`src/rtl/ibex_pkg.sv`:
```
// Shared Ibex types for the multiply/divide issue path.
// Holds the multdiv operator encoding, the issue FSM state type and the issue watchdog limit.
// No ports; import with ibex_pkg::*.
package ibex_pkg;

   typedef enum logic [1:0] {
      MD_OP_MULL = 2'b00,
      MD_OP_MULH = 2'b01,
      MD_OP_DIV  = 2'b10,
      MD_OP_REM  = 2'b11
   } md_op_e;

   typedef enum logic [1:0] {
      IDLE,
      ISSUE,
      DRAIN,
      RESP
   } md_issue_fsm_e;

   // Cycles an operation may spend in ISSUE/DRAIN before the watchdog fires.
   localparam logic [5:0] MD_ISSUE_TIMEOUT = 6'd40;

   function automatic logic is_mult_op(input md_op_e op);
      return (op == MD_OP_MULL) || (op == MD_OP_MULH);
   endfunction

endpackage

```
`src/rtl/ibex_multdiv_issue.sv`:
```
// Purpose : accepts one multiply/divide request, holds the enables to ibex_multdiv_slow until it
//           answers, then presents the result with its destination tag.
// Latency : enables rise the cycle after acceptance; rsp_valid_o rises the cycle after md_valid_i.
// Backpressure: req_ready_o is high only in IDLE; the result is held in RESP until rsp_ready_i.
// Ports   : clk_i/rst_i (sync, active-high); req_* request; flush_i kill; mult_en_o/div_en_o,
//           operator_o, signed_mode_o, op_a_o, op_b_o to the unit; md_valid_i/md_result_i from it;
//           rsp_* response; busy_o; timeout_o sticky watchdog flag.
// Config  : IBEX_MULTDIV_ISSUE_TIMEOUT_EN builds the issue watchdog; otherwise timeout_o is 0.
module ibex_multdiv_issue
   import ibex_pkg::*;
(
   input  logic        clk_i,
   input  logic        rst_i,
   input  logic        req_valid_i,
   output logic        req_ready_o,
   input  md_op_e      req_op_i,
   input  logic [1:0]  req_signed_mode_i,
   input  logic [31:0] req_op_a_i,
   input  logic [31:0] req_op_b_i,
   input  logic [4:0]  req_tag_i,
   input  logic        flush_i,
   output logic        mult_en_o,
   output logic        div_en_o,
   output md_op_e      operator_o,
   output logic [1:0]  signed_mode_o,
   output logic [31:0] op_a_o,
   output logic [31:0] op_b_o,
   input  logic        md_valid_i,
   input  logic [31:0] md_result_i,
   output logic        rsp_valid_o,
   input  logic        rsp_ready_i,
   output logic [31:0] rsp_result_o,
   output logic [4:0]  rsp_tag_o,
   output logic        busy_o,
   output logic        timeout_o
);

   md_issue_fsm_e state_q, state_d;
   logic          accept;
   logic          capture;
   logic          run_next;
   md_op_e        op_next;

`ifdef IBEX_MULTDIV_ISSUE_TIMEOUT_EN
   logic [5:0]    wdog_q;
   logic          timeout_q;
   logic          timeout_hit;
`endif

   always_comb begin
      state_d = state_q;
      accept  = 1'b0;
      capture = 1'b0;
`ifdef IBEX_MULTDIV_ISSUE_TIMEOUT_EN
      timeout_hit = 1'b0;
`endif
      unique case (state_q)
         IDLE: begin
            if (req_valid_i && !flush_i) begin
               accept  = 1'b1;
               state_d = ISSUE;
            end
         end
         ISSUE: begin
            if (md_valid_i) begin
               capture = !flush_i;
               state_d = flush_i ? IDLE : RESP;
            end else if (flush_i) begin
               // The unit freezes if its enable drops, so keep it running until it answers.
               state_d = DRAIN;
            end
         end
         DRAIN: begin
            if (md_valid_i) begin
               state_d = IDLE;
            end
         end
         RESP: begin
            if (rsp_ready_i || flush_i) begin
               state_d = IDLE;
            end
         end
         default: state_d = IDLE;
      endcase
`ifdef IBEX_MULTDIV_ISSUE_TIMEOUT_EN
      // Counter value 39 means this is the 40th cycle in ISSUE/DRAIN with no answer.
      if ((state_q == ISSUE || state_q == DRAIN) && !md_valid_i &&
          (wdog_q == MD_ISSUE_TIMEOUT - 6'd1)) begin
         timeout_hit = 1'b1;
         state_d     = IDLE;
      end
`endif
   end

   // Enables are registered from the next state and the operator that will be held then.
   assign run_next = (state_d == ISSUE) || (state_d == DRAIN);
   assign op_next  = accept ? req_op_i : operator_o;

   always_ff @(posedge clk_i) begin
      if (rst_i) begin
         state_q       <= IDLE;
         mult_en_o     <= 1'b0;
         div_en_o      <= 1'b0;
         operator_o    <= MD_OP_MULL;
         signed_mode_o <= 2'b00;
         op_a_o        <= 32'd0;
         op_b_o        <= 32'd0;
         rsp_result_o  <= 32'd0;
         rsp_tag_o     <= 5'd0;
      end else begin
         state_q   <= state_d;
         mult_en_o <= run_next && is_mult_op(op_next);
         div_en_o  <= run_next && !is_mult_op(op_next);
         if (accept) begin
            operator_o    <= req_op_i;
            signed_mode_o <= req_signed_mode_i;
            op_a_o        <= req_op_a_i;
            op_b_o        <= req_op_b_i;
            rsp_tag_o     <= req_tag_i;
         end
         if (capture) begin
            rsp_result_o <= md_result_i;
         end
      end
   end

`ifdef IBEX_MULTDIV_ISSUE_TIMEOUT_EN
   always_ff @(posedge clk_i) begin
      if (rst_i) begin
         wdog_q    <= 6'd0;
         timeout_q <= 1'b0;
      end else begin
         if (accept) begin
            wdog_q <= 6'd0;
         end else if (state_q == ISSUE || state_q == DRAIN) begin
            wdog_q <= wdog_q + 6'd1;
         end
         if (timeout_hit) begin
            timeout_q <= 1'b1;
         end
      end
   end
   assign timeout_o = timeout_q;
`else
   assign timeout_o = 1'b0;
`endif

   assign req_ready_o = (state_q == IDLE);
   assign busy_o      = (state_q != IDLE);
   assign rsp_valid_o = (state_q == RESP);

endmodule

```
`config.mk`:
```
export PLATFORM = sky130hd
export DESIGN_NAME = ibex_multdiv_issue
export DESIGN_NICKNAME = d
export VERILOG_FILES = /design/src/rtl/ibex_pkg.sv /design/src/rtl/ibex_multdiv_issue.sv
export SDC_FILE = /design/constraint.sdc
export NUM_CORES = 1
export LEC_CHECK = 0
export CAP_MARGIN = 20
export CORE_MARGIN = 5
export CORE_UTILIZATION = 34
export CTS_CLUSTER_SIZE = 16
export DETAILED_ROUTE_END_ITERATION = 10
export PLACE_DENSITY = 0.76
export SLEW_MARGIN = 15
export SYNTH_ARGS = -nofsm -noshare
export SYNTH_HDL_FRONTEND = slang
export SYNTH_SLANG_ARGS = --single-unit
```
`constraint.sdc`:
```
create_clock -name clk_i -period 1.24 [get_ports clk_i]
set_input_delay 0.248 -clock clk_i [delete_from_list [all_inputs] [get_ports clk_i]]
set_output_delay 0.248 -clock clk_i [all_outputs]
set_load 0.005 [all_outputs]
```
==> results of run 1 <==
[per-stage QoR]
stage	power, W	setup TNS [ns]	cells	setup WS, ns	cell area (sq um)
2_1_floorplan	0.00416	-7.96	485	-0.112	3920
3_3_place_gp	0.00489	-51.28	827	-0.536	6290
3_5_place_dp	0.00491	-55.51	827	-0.566	6290
4_1_cts	0.00779	-18.84	844	-0.215	6580
5_1_grt	0.00822	-24.89	855	-0.259	7030
6_report	0.00788	-19.82	855	-0.217	7030
[cell type report]
class / instances / area [sq um]
multi-input cells: 334 / 1770
repair buffers: 250 / 2560
well taps: 143 / 179
fillers: 966 / 4290
flip-flops and latches: 109 / 2190
inverters: 3 / 11.3
clock inverters: 4 / 55.1
clock buffers: 12 / 256
[cells in the mapped netlist, drive strengths merged]
library cell,number
nand2,208
dfxtp,109
a21oi,105
buf,23
clkbuf,16
inv,3
nor2,3
a31oi,2
and2,2
nor3,2
or3b,2
a2bb2oi,1
conb,1
mux2i,1
nand4bb,1
nor2b,1
nor4b,1
nor4bb,1
o21ai,1
or4b,1
xor2,1
[worst register-to-register path, stage by stage, from the launching register on]
cell and delay, ns:
dfxtp_2 0.33, or4b_4 0.63, buf_12 0.21, nand2_1 0.12, a21oi_2 0.06
[flip-flops by register name (all words and copies together) (netlist names), named ones only]
name	cells
op_a_o	32
signed_mode_o	2
div_en_o	1
rsp_result_o	32
op_b_o	32
mult_en_o	1
state_q	2
rsp_tag_o	5
[metal layers]
metal | global-route usage, % | up-vias | part of all wire [%]
li1 | - | 1999 | -
met1 | 19.2 | 1946 | 39
met2 | 31.4 | 137 | 51
met3 | 4.94 | 21 | 7.6
met4 | 5.50 | 0 | 1.9
met5 | 0 | - | 0
[worst paths after layout]
kind	start	endpoint	cells after the start
worst max-delay path	state_q[0]$_SDFF_PP0_	op_b_o[20]$_SDFFE_PP0N_	4
worst min-delay path	rst_i	state_q[1]$_SDFF_PP0_	2
worst max register to register	state_q[0]$_SDFF_PP0_	op_b_o[20]$_SDFFE_PP0N_	4
worst min register to register	op_a_o[6]$_SDFFE_PP0N_	op_a_o[6]$_SDFFE_PP0N_	2
[what timing repair did]
action / in CTS / in global routing
setup buffers: 0 / 3
cloned: 1 / 8
pin swaps: 2 / 27
setup endpoints to repair: 217 / 111
resized for setup: 148 / 74
endpoints found under the hold margin: 0 / 0
[cell families after synthesis]
| family | synth area share [%] |
|---|---|
| flops | 55.9 |
| xor+xnor | 0.224 |
| compound gates | 14.3 |
| buf+inv | 6.63 |
| other cells | 0.0961 |
| simple gates | 22.6 |
| mux | 0.256 |
[power by group through the flow]
stage,clock network [W],registers [W],logic [W]
finish,0.00295,0.00371,0.00122
global route,0.00318,0.00372,0.00131
CTS,0.00301,0.00371,0.00108
detailed placement,0,0.00379,0.00112
global placement,0,0.00378,0.00110
floorplan,0,0.00380,0.000368
==> key figures, run 1 <==
Placement
  • DP Wirelength: 9230 um
  • Port Buffers: 220
  • Routability congestion estimate: 0.777

Clock network
  • Clock-pin slew on the worst setup and hold paths: 0.07 ns
  • Clock Sink Count: 109
  • CTS Buffer Depth: 2
  • Worst-skew pair later-pin latency: 0.33 ns
  • Total CTS buffers: 9
  • Hold_buf cts: 0
  • Clock Root Buffer: clkbuf_16
  • CTS tree: done
  • H-tree depth: 3

Final layout
  • Layout cells sized above 1: 18.3%
  • Commonest non-fill, non-tap cell in the layout: nand2_1
  • Fin nets: 818
  • Antenna diodes: 0
  • Final Core Density: 62.1%
  • Most frequent cells in the layout: nand2_1 (184), clkdlybuf4s50_1 (107), dlygate4sd2_1 (106)
  • Layout area overhead: 80.1%

Yosys
  • Post-synthesis instance total: 485
  • Yosys warns: 0
  • Post-synthesis sequential area ratio: 55.9%
  • Syn_nets: 596
  • Yosys top cell area share: 55.9%
  • Area contributors post-synth: dfxtp_1 (56%), nand2_1 (20%), a21oi_1 (13%)
  • Syn Std Cell Area: 3900 sq um
  • #FFs+latches synth: 109
  • Netlist cell types: 24
  • Area leader, netlist: dfxtp_1
  • Syn Area/Cell: 8.05 sq um

Power and ir drop
  • Clock power share: 37.5%
  • Total leakage power: 3.09 nW
  • Psw: 0.00184 W
  • P_int: 0.00604 W
  • Sw Share: 23.4%
  • Comb pwr share: 15.5%
  • Flop pwr share: 47.0%
  • Power Dens Cells: 1120 nW/um^2
  • Worst vdd ir: 0.862 mV

Worst setup path
  • Flop-to-flop setup slack: -0.22 ns
  • Startpoint types: flop
  • Critical-path maximum fanout: 30
  • Slowest CP cell: or4b_4
  • CP max stage delay: 0.63 ns
  • Setup crit end kind: flop
  • Cells along the critical path: or4b_4, buf_12, nand2_1, a21oi_2
  • Req. time, crit path: 1.47 ns
  • Setup CP Type: reg -> reg
  • Top delay family on crit path: simple AND/OR/NAND/NOR gates
  • WP buf/inv: 1
  • Worst Path Arrival: 1.68 ns

Flow run
  • Max Cap Violations: 0

Run status
  • Failing checks: negative setup slack
  • Status: finished, violations left

Timing
  • Min Hold Slack: 0.200 ns
  • Final hold violation count: 0
  • Slew Viols, Final: 0
  • Unrepaired setup endpoints after global routing: yes
  • Min Tclk post-route: 1.46 ns
  • Clock skew: 0.00663 ns
  • Worst Slack Setup Final: -0.217 ns
  • Fin crit share: 118%
  • Fmax: 686 MHz
  • Final Setup Violations: 110

Routing
  • Final WL: 13800 um
  • Via count: 4103
  • Vias per cell: 4.80
  • WL per Instance: 16.2 um
  • Drt first pass iters: 6
  • DRC: 0
  • Initial DRC Count: 224
  • Antenna Nets Post-Route: 0

Floorplanning
  • Core area: 11300 sq um
  • Die area: 13700 sq um
  • Cell row count: 39
  • Die width: 117 um
  • Die Y: 117 um
  • Initial Util: 34.5%
  • I/O pin count: 222

Global routing
  • GRT Util Overall: 17.2%
  • Vias in the first global route: 3942
  • Initial antenna violation count: 0
  • Largest net degree at the start of global routing: 43
  • Grt ovf: 0
  • First-pass GRT wire length: 18900 um

Hold path
  • Worst min path class: in -> reg
Note: power is estimated with default switching activity, not from simulation.
==> run 2: changes to the inputs <==
Settings changed: CORE_MARGIN 5 to 4.
==> key figures, run 2 (synthesis results as in run 1) <==
Run status
  • Status: finished, violations left (unchanged)
  • Failing checks: negative setup slack (unchanged)

Global routing
  • First-pass GRT wire length: 20500 um (was 18900 um)
  • GRT Util Overall: 19.2% (was 17.2%)
  • Grt ovf: 0 (unchanged)
  • Largest net degree at the start of global routing: 42 (was 43)
  • Initial antenna violation count: 0 (unchanged)
  • Vias in the first global route: 4112 (was 3942)

Final layout
  • Layout area overhead: 83.7% (was 80.1%)
  • Final Core Density: 65.0% (was 62.1%)
  • Biggest regs: op_a_o (32), op_b_o (32), rsp_result_o (32) (unchanged)
  • Layout fillers: 928 (was 966)
  • Antenna diodes: 0 (unchanged)
  • Fin nets: 825 (was 818)
  • Commonest non-fill, non-tap cell in the layout: nand2_1 (unchanged)
  • Layout cells sized above 1: 22.9% (was 18.3%)
  • Most frequent cells in the layout: nand2_1 (167), clkdlybuf4s50_1 (107), dlygate4sd2_1 (106) (was nand2_1 (184), clkdlybuf4s50_1 (107), dlygate4sd2_1 (106))

Worst setup path
  • CP max stage delay: 0.63 ns (about the same)
  • Worst Path Arrival: 1.73 ns (was 1.68 ns)
  • Req. time, crit path: 1.46 ns (was 1.47 ns)
  • Critical-path maximum fanout: 20 (was 30)
  • CP Launch Point: state_q[0]$_SDFF_PP0_ (unchanged)
  • Cells along the critical path: or4b_4, clkbuf_16, nand2_1, a21oi_2 (was or4b_4, buf_12, nand2_1, a21oi_2)
  • RR Startpoint: state_q[0]$_SDFF_PP0_ (unchanged)
  • Startpoint types: flop (unchanged)
  • Slowest CP cell: or4b_4 (unchanged)
  • Setup crit end kind: flop (unchanged)
  • Setup CP Type: reg -> reg (unchanged)

Clock network
  • Total CTS buffers: 9 (unchanged)
  • Worst-skew pair later-pin latency: 0.34 ns (was 0.33 ns)
  • CTS tree: done (unchanged)
  • CTS Buffer Depth: 2 (unchanged)
  • Hold_buf cts: 0 (unchanged)
  • Clock Sink Count: 109 (unchanged)
  • H-tree depth: 3 (unchanged)
  • Clock-pin slew on the worst setup and hold paths: 0.08 ns (was 0.07 ns)
  • Clock Root Buffer: clkbuf_16 (unchanged)

Power and ir drop
  • Flop pwr share: 47.8% (was 47.0%)
  • Clock power share: 35.7% (was 37.5%)
  • Power Dens Cells: 1080 nW/um^2 (was 1120 nW/um^2)
  • Psw: 0.00195 W (was 0.00184 W)
  • P_int: 0.00580 W (was 0.00604 W)
  • Worst vdd ir: 0.673 mV (was 0.862 mV)
  • Sw Share: 25.2% (was 23.4%)
  • Comb pwr share: 16.4% (was 15.5%)
  • Total leakage power: 3.18 nW (was 3.09 nW)

Routing
  • Final WL: 14100 um (was 13800 um)
  • Initial DRC Count: 258 (was 224)
  • WL per Instance: 16.4 um (was 16.2 um)
  • Vias per cell: 4.85 (was 4.80)
  • DRC: 0 (unchanged)
  • Antenna Nets Post-Route: 0 (unchanged)
  • Via count: 4170 (was 4103)
  • Drt first pass iters: 4 (was 6)

Timing
  • Fmax: 662 MHz (was 686 MHz)
  • Min Hold Slack: 0.291 ns (was 0.200 ns)
  • Worst Slack Setup Final: -0.272 ns (was -0.217 ns)
  • Final Setup Violations: 111 (was 110)
  • Final hold violation count: 0 (unchanged)
  • Slew Viols, Final: 0 (unchanged)
  • Fin crit share: 122% (was 118%)
  • Unrepaired setup endpoints after global routing: yes (unchanged)
  • Min Tclk post-route: 1.51 ns (was 1.46 ns)
  • Clock skew: 0.0117 ns (was 0.00663 ns)

Placement
  • Routability congestion estimate: 0.812 (was 0.777)
  • DP Wirelength: 9160 um (was 9230 um)
  • Port Buffers: 220 (unchanged)

Floorplanning
  • Cell row count: 38 (was 39)
  • Die width: 115 um (was 117 um)
  • Initial Util: 35.4% (was 34.5%)
  • Die Y: 115 um (was 117 um)
  • I/O pin count: 222 (unchanged)
  • Die area: 13300 sq um (was 13700 sq um)
  • Core area: 11000 sq um (was 11300 sq um)

Hold path
  • Worst hold start: flush_i (was rst_i)
  • Worst min path class: in -> reg (unchanged)

Flow run
  • Max Cap Violations: 0 (unchanged)
-- run 2: cell types whose count changed in the layout (fill, tap and decap cells not counted), sizes merged --
| cell | change |
|---|---|
| clkbuf | -5 |
| bufbuf | -1 |
| inv | +2 |
| buf | +11 |
| clkinv | +2 |
| bufinv | -1 |
| clkinvlp | -1 |
-- run 2: routing by layer --
metal / wire [um] / track usage [%] / vias to the layer above
li1: - / - / 2011
met1: 5370 / 21.3 / 1991
met2: 7490 / 36.1 / 148
met3: 960 / 5.26 / 20
met4: 246 / 4.77 / 0
met5: 0 / 0 / -
-- run 2: worst max-delay path: cells and delay by family, from the launching register on --
family	cells	cell delay [ns]
buf+inv	1	0.23
simple gates	2	0.72
flops	1	0.36
compound gates	1	0.06
-- run 2: final timing paths --
check | to | slack [ns] | cells after the start
min reg2reg | op_a_o[21]$_SDFFE_PP0N_ | 0.45 | 2
max reg2reg | op_a_o[3]$_SDFFE_PP0N_ | -0.27 | 4
min | state_q[0]$_SDFF_PP0_ | 0.29 | 3
max | op_a_o[3]$_SDFFE_PP0N_ | -0.27 | 4
-- run 2: per-stage QoR --
stage          TNS (ns)  instances  cell area [sq um]  total power [W]  worst slack [ns]
6_report         -22.45        859               7170          0.00775            -0.272
5_1_grt          -27.14        859               7170          0.00808            -0.303
4_1_cts          -21.04        856               6890          0.00774            -0.236
3_5_place_dp     -56.31        823               6280          0.00491            -0.576
3_3_place_gp     -52.74        823               6280          0.00489            -0.530
2_1_floorplan     -7.96        485               3920          0.00416            -0.112
-- run 2: layout make-up --
class	instances	area, sq um	share of cell area (%)
tap	140	175	2.44
clock buffer	10	239	3.33
multi-input combinational	334	1910	26.7
timing repair buffer	257	2590	36.1
clock inverter	6	45.0	0.628
sequential	109	2200	30.6
inverter	3	11.3	0.157
-- run 2: what timing repair did --
item / in CTS / in global routing
endpoints found under the setup margin: 217 / 113
gates cloned: 6 / 2
resized for setup: 187 / 90
pin swaps: 21 / 40
buffers inserted: 12 / 7
-- run 2: power by group through the flow --
stage | combinational, W | clock [W] | sequential (W)
CTS | 0.00121 | 0.00282 | 0.00370
global placement | 0.00110 | 0 | 0.00378
detailed placement | 0.00112 | 0 | 0.00379
finish | 0.00127 | 0.00277 | 0.00371
global route | 0.00137 | 0.00299 | 0.00372
floorplan | 0.000368 | 0 | 0.00380
==> run 3: changes to the inputs <==
Settings changed: CORE_UTILIZATION 34 to 35, CTS_BUF_LIST set to sky130_fd_sc_hd__clkbuf_8, PLACE_DENSITY 0.76 to 0.77.
==> key figures, run 3 (synthesis results as in run 1) <==
Worst setup path
  • RR Startpoint: state_q[1]$_SDFF_PP0_ (was state_q[0]$_SDFF_PP0_)
  • Slowest CP cell: or4b_4 (unchanged)
  • WP buf/inv: 2 (was 1)
  • Critical-path maximum fanout: 7 (was 20)
  • Setup crit end kind: flop (unchanged)
  • Cells along the critical path: buf_6, or4b_4, clkbuf_16, nand2_2, a21oi_1 (was or4b_4, clkbuf_16, nand2_1, a21oi_2)
  • Reg2reg path depth: 5 (was 4)
  • CP max stage delay: 0.60 ns (was 0.63 ns)
  • Req. time, crit path: 1.50 ns (was 1.46 ns)
  • Startpoint types: flop (unchanged)
  • Flop-to-flop setup slack: -0.27 ns (about the same)
  • Worst Path Arrival: 1.77 ns (was 1.73 ns)
  • Top delay family on crit path: simple AND/OR/NAND/NOR gates (unchanged)
  • Setup CP Type: reg -> reg (unchanged)
  • Reg2reg end: op_a_o[9]$_SDFFE_PP0N_ (was op_a_o[3]$_SDFFE_PP0N_)
  • CP Launch Point: state_q[1]$_SDFF_PP0_ (was state_q[0]$_SDFF_PP0_)

Routing
  • DRC: 0 (unchanged)
  • Final WL: 13500 um (was 14100 um)
  • Antenna Nets Post-Route: 0 (unchanged)
  • Via count: 4146 (was 4170)
  • Drt first pass iters: 5 (was 4)
  • WL per Instance: 15.5 um (was 16.4 um)
  • Initial DRC Count: 218 (was 258)
  • Vias per cell: 4.78 (was 4.85)

Final layout
  • Commonest non-fill, non-tap cell in the layout: nand2_1 (unchanged)
  • Biggest regs: op_a_o (32), op_b_o (32), rsp_result_o (32) (unchanged)
  • Fin nets: 834 (was 825)
  • Layout cells sized above 1: 26.0% (was 22.9%)
  • Layout area overhead: 80.9% (was 83.7%)
  • Antenna diodes: 0 (unchanged)
  • Most frequent cells in the layout: nand2_1 (187), clkdlybuf4s50_1 (108), a21oi_1 (90) (was nand2_1 (167), clkdlybuf4s50_1 (107), dlygate4sd2_1 (106))

Placement
  • Routability congestion estimate: 0.811 (was 0.812)
  • Post-place setup slack: -0.603 ns (was -0.576 ns)
  • DP Wirelength: 9050 um (was 9160 um)
  • Port Buffers: 220 (unchanged)

Run status
  • Failing checks: negative setup slack (unchanged)
  • Status: finished, violations left (unchanged)

Clock network
  • Total CTS buffers: 9 (unchanged)
  • Clock Root Buffer: clkbuf_8 (was clkbuf_16)
  • H-tree depth: 3 (unchanged)
  • Clock Sink Count: 109 (unchanged)
  • CTS tree: done (unchanged)
  • Worst-skew pair later-pin latency: 0.37 ns (was 0.34 ns)
  • Clock-pin slew on the worst setup and hold paths: 0.10 ns (was 0.08 ns)
  • CTS Buffer Depth: 2 (unchanged)
  • Hold_buf cts: 0 (unchanged)

Floorplanning
  • I/O pin count: 222 (unchanged)
  • Initial Util: 35.9% (was 35.4%)
  • Core area: 10900 sq um (was 11000 sq um)
  • Cell row count: 38 (unchanged)
  • Die area: 12900 sq um (was 13300 sq um)
  • Die Y: 114 um (was 115 um)
  • Die width: 114 um (was 115 um)

Hold path
  • Hold depth: 2 (was 3)
  • Worst hold start: rst_i (was flush_i)
  • Hold Path Sink: op_a_o[9]$_SDFFE_PP0N_ (was state_q[0]$_SDFF_PP0_)
  • Worst min path class: in -> reg (unchanged)

Global routing
  • Vias in the first global route: 3911 (was 4112)
  • Grt ovf: 0 (unchanged)
  • GRT Util Overall: 18.5% (was 19.2%)
  • Initial antenna violation count: 0 (unchanged)
  • First-pass GRT wire length: 19300 um (was 20500 um)
  • Largest net degree at the start of global routing: 37 (was 42)

Flow run
  • Max Cap Violations: 0 (unchanged)

Timing
  • Final Setup Violations: 110 (was 111)
  • Min Tclk post-route: 1.51 ns (about the same)
  • Setup TNS: -24.58 ns (was -22.45 ns)
  • Final hold violation count: 0 (unchanged)
  • Unrepaired setup endpoints after global routing: yes (unchanged)
  • Worst Slack Setup Final: -0.273 ns (was -0.272 ns)
  • Fin crit share: 122% (about the same)
  • Clock skew: 0.00965 ns (was 0.0117 ns)
  • Slew Viols, Final: 0 (unchanged)
  • Fmax: 661 MHz (was 662 MHz)

Power and ir drop
  • Total leakage power: 2.86 nW (was 3.18 nW)
  • Total power: 0.00710 W (was 0.00775 W)
  • Power Dens Cells: 1010 nW/um^2 (was 1080 nW/um^2)
  • Worst vdd ir: 0.552 mV (was 0.673 mV)
==> run 3: worst max path at each step <==
stage | end | slack, ns | cells past startpoint
2_1_floorplan | flop | -0.11 | 5
3_3_place_gp | op_a_o[10]$_SDFFE_PP0N_ | -0.58 | 5
3_5_place_dp | op_a_o[20]$_SDFFE_PP0N_ | -0.60 | 5
4_1_cts | rsp_tag_o[1]$_SDFFE_PP0N_ | -0.26 | 5
5_1_grt | op_b_o[8]$_SDFFE_PP0N_ | -0.35 | 6
6_report | op_a_o[9]$_SDFFE_PP0N_ | -0.27 | 5
==> run 3: cell type report <==
class / count / area, sq um
multi-input combinational: 335 / 1700
inverter: 3 / 11.3
timing repair buffer: 265 / 2710
fill: 916 / 3830
tap: 140 / 175
clock buffer: 13 / 179
clock inverter: 3 / 17.5
sequential: 109 / 2270
==> run 3: metrics by stage <==
| stage | area, sq um | instances | util, % | hold WS (ns) |
|---|---|---|---|---|
| 3_3_place_gp | 6280 | 827 | 57.7 | 0.441 |
| 4_1_cts | 6580 | 851 | 60.4 | 0.183 |
| 2_1_floorplan | 3920 | 485 | - | 0.327 |
| 5_1_grt | 7060 | 868 | 64.9 | 0.186 |
| 6_report | 7060 | 868 | 64.9 | 0.189 |
| 3_5_place_dp | 6280 | 827 | 57.7 | 0.447 |
==> run 3: layer usage <==
metal	routed length [um]	global-route usage (%)	vias up
li1	-	-	2032
met1	5480	20.8	1945
met2	6730	33.2	151
met3	1020	5.52	18
met4	243	6.73	0
met5	0	0	-
==> run 3: worst reg2reg max path, stage by stage (launching register included) <==
cell and delay (ns):
dfxtp_4 0.37, buf_6 0.11, or4b_4 0.60, clkbuf_16 0.22
nand2_2 0.06, a21oi_1 0.06
==> run 3: power breakdown <==
group / total (W) / switching [W] / internal, W / leakage [nW]
registers: 0.00373 / 0.0000780 / 0.00365 / 0.919
logic: 0.00125 / 0.000502 / 0.000753 / 1.84
clock network: 0.00212 / 0.00117 / 0.000946 / 0.101
==> run 3: what timing repair did <==
| action | 4_1_cts | 5_1_grt |
|---|---|---|
| setup endpoints to repair | 217 | 184 |
| endpoints found under the hold margin | 0 | 0 |
| setup buffers | 6 | 11 |
| cloned | 2 | 6 |
| gates resized for setup | 191 | 166 |
| pin swaps | 6 | 23 |
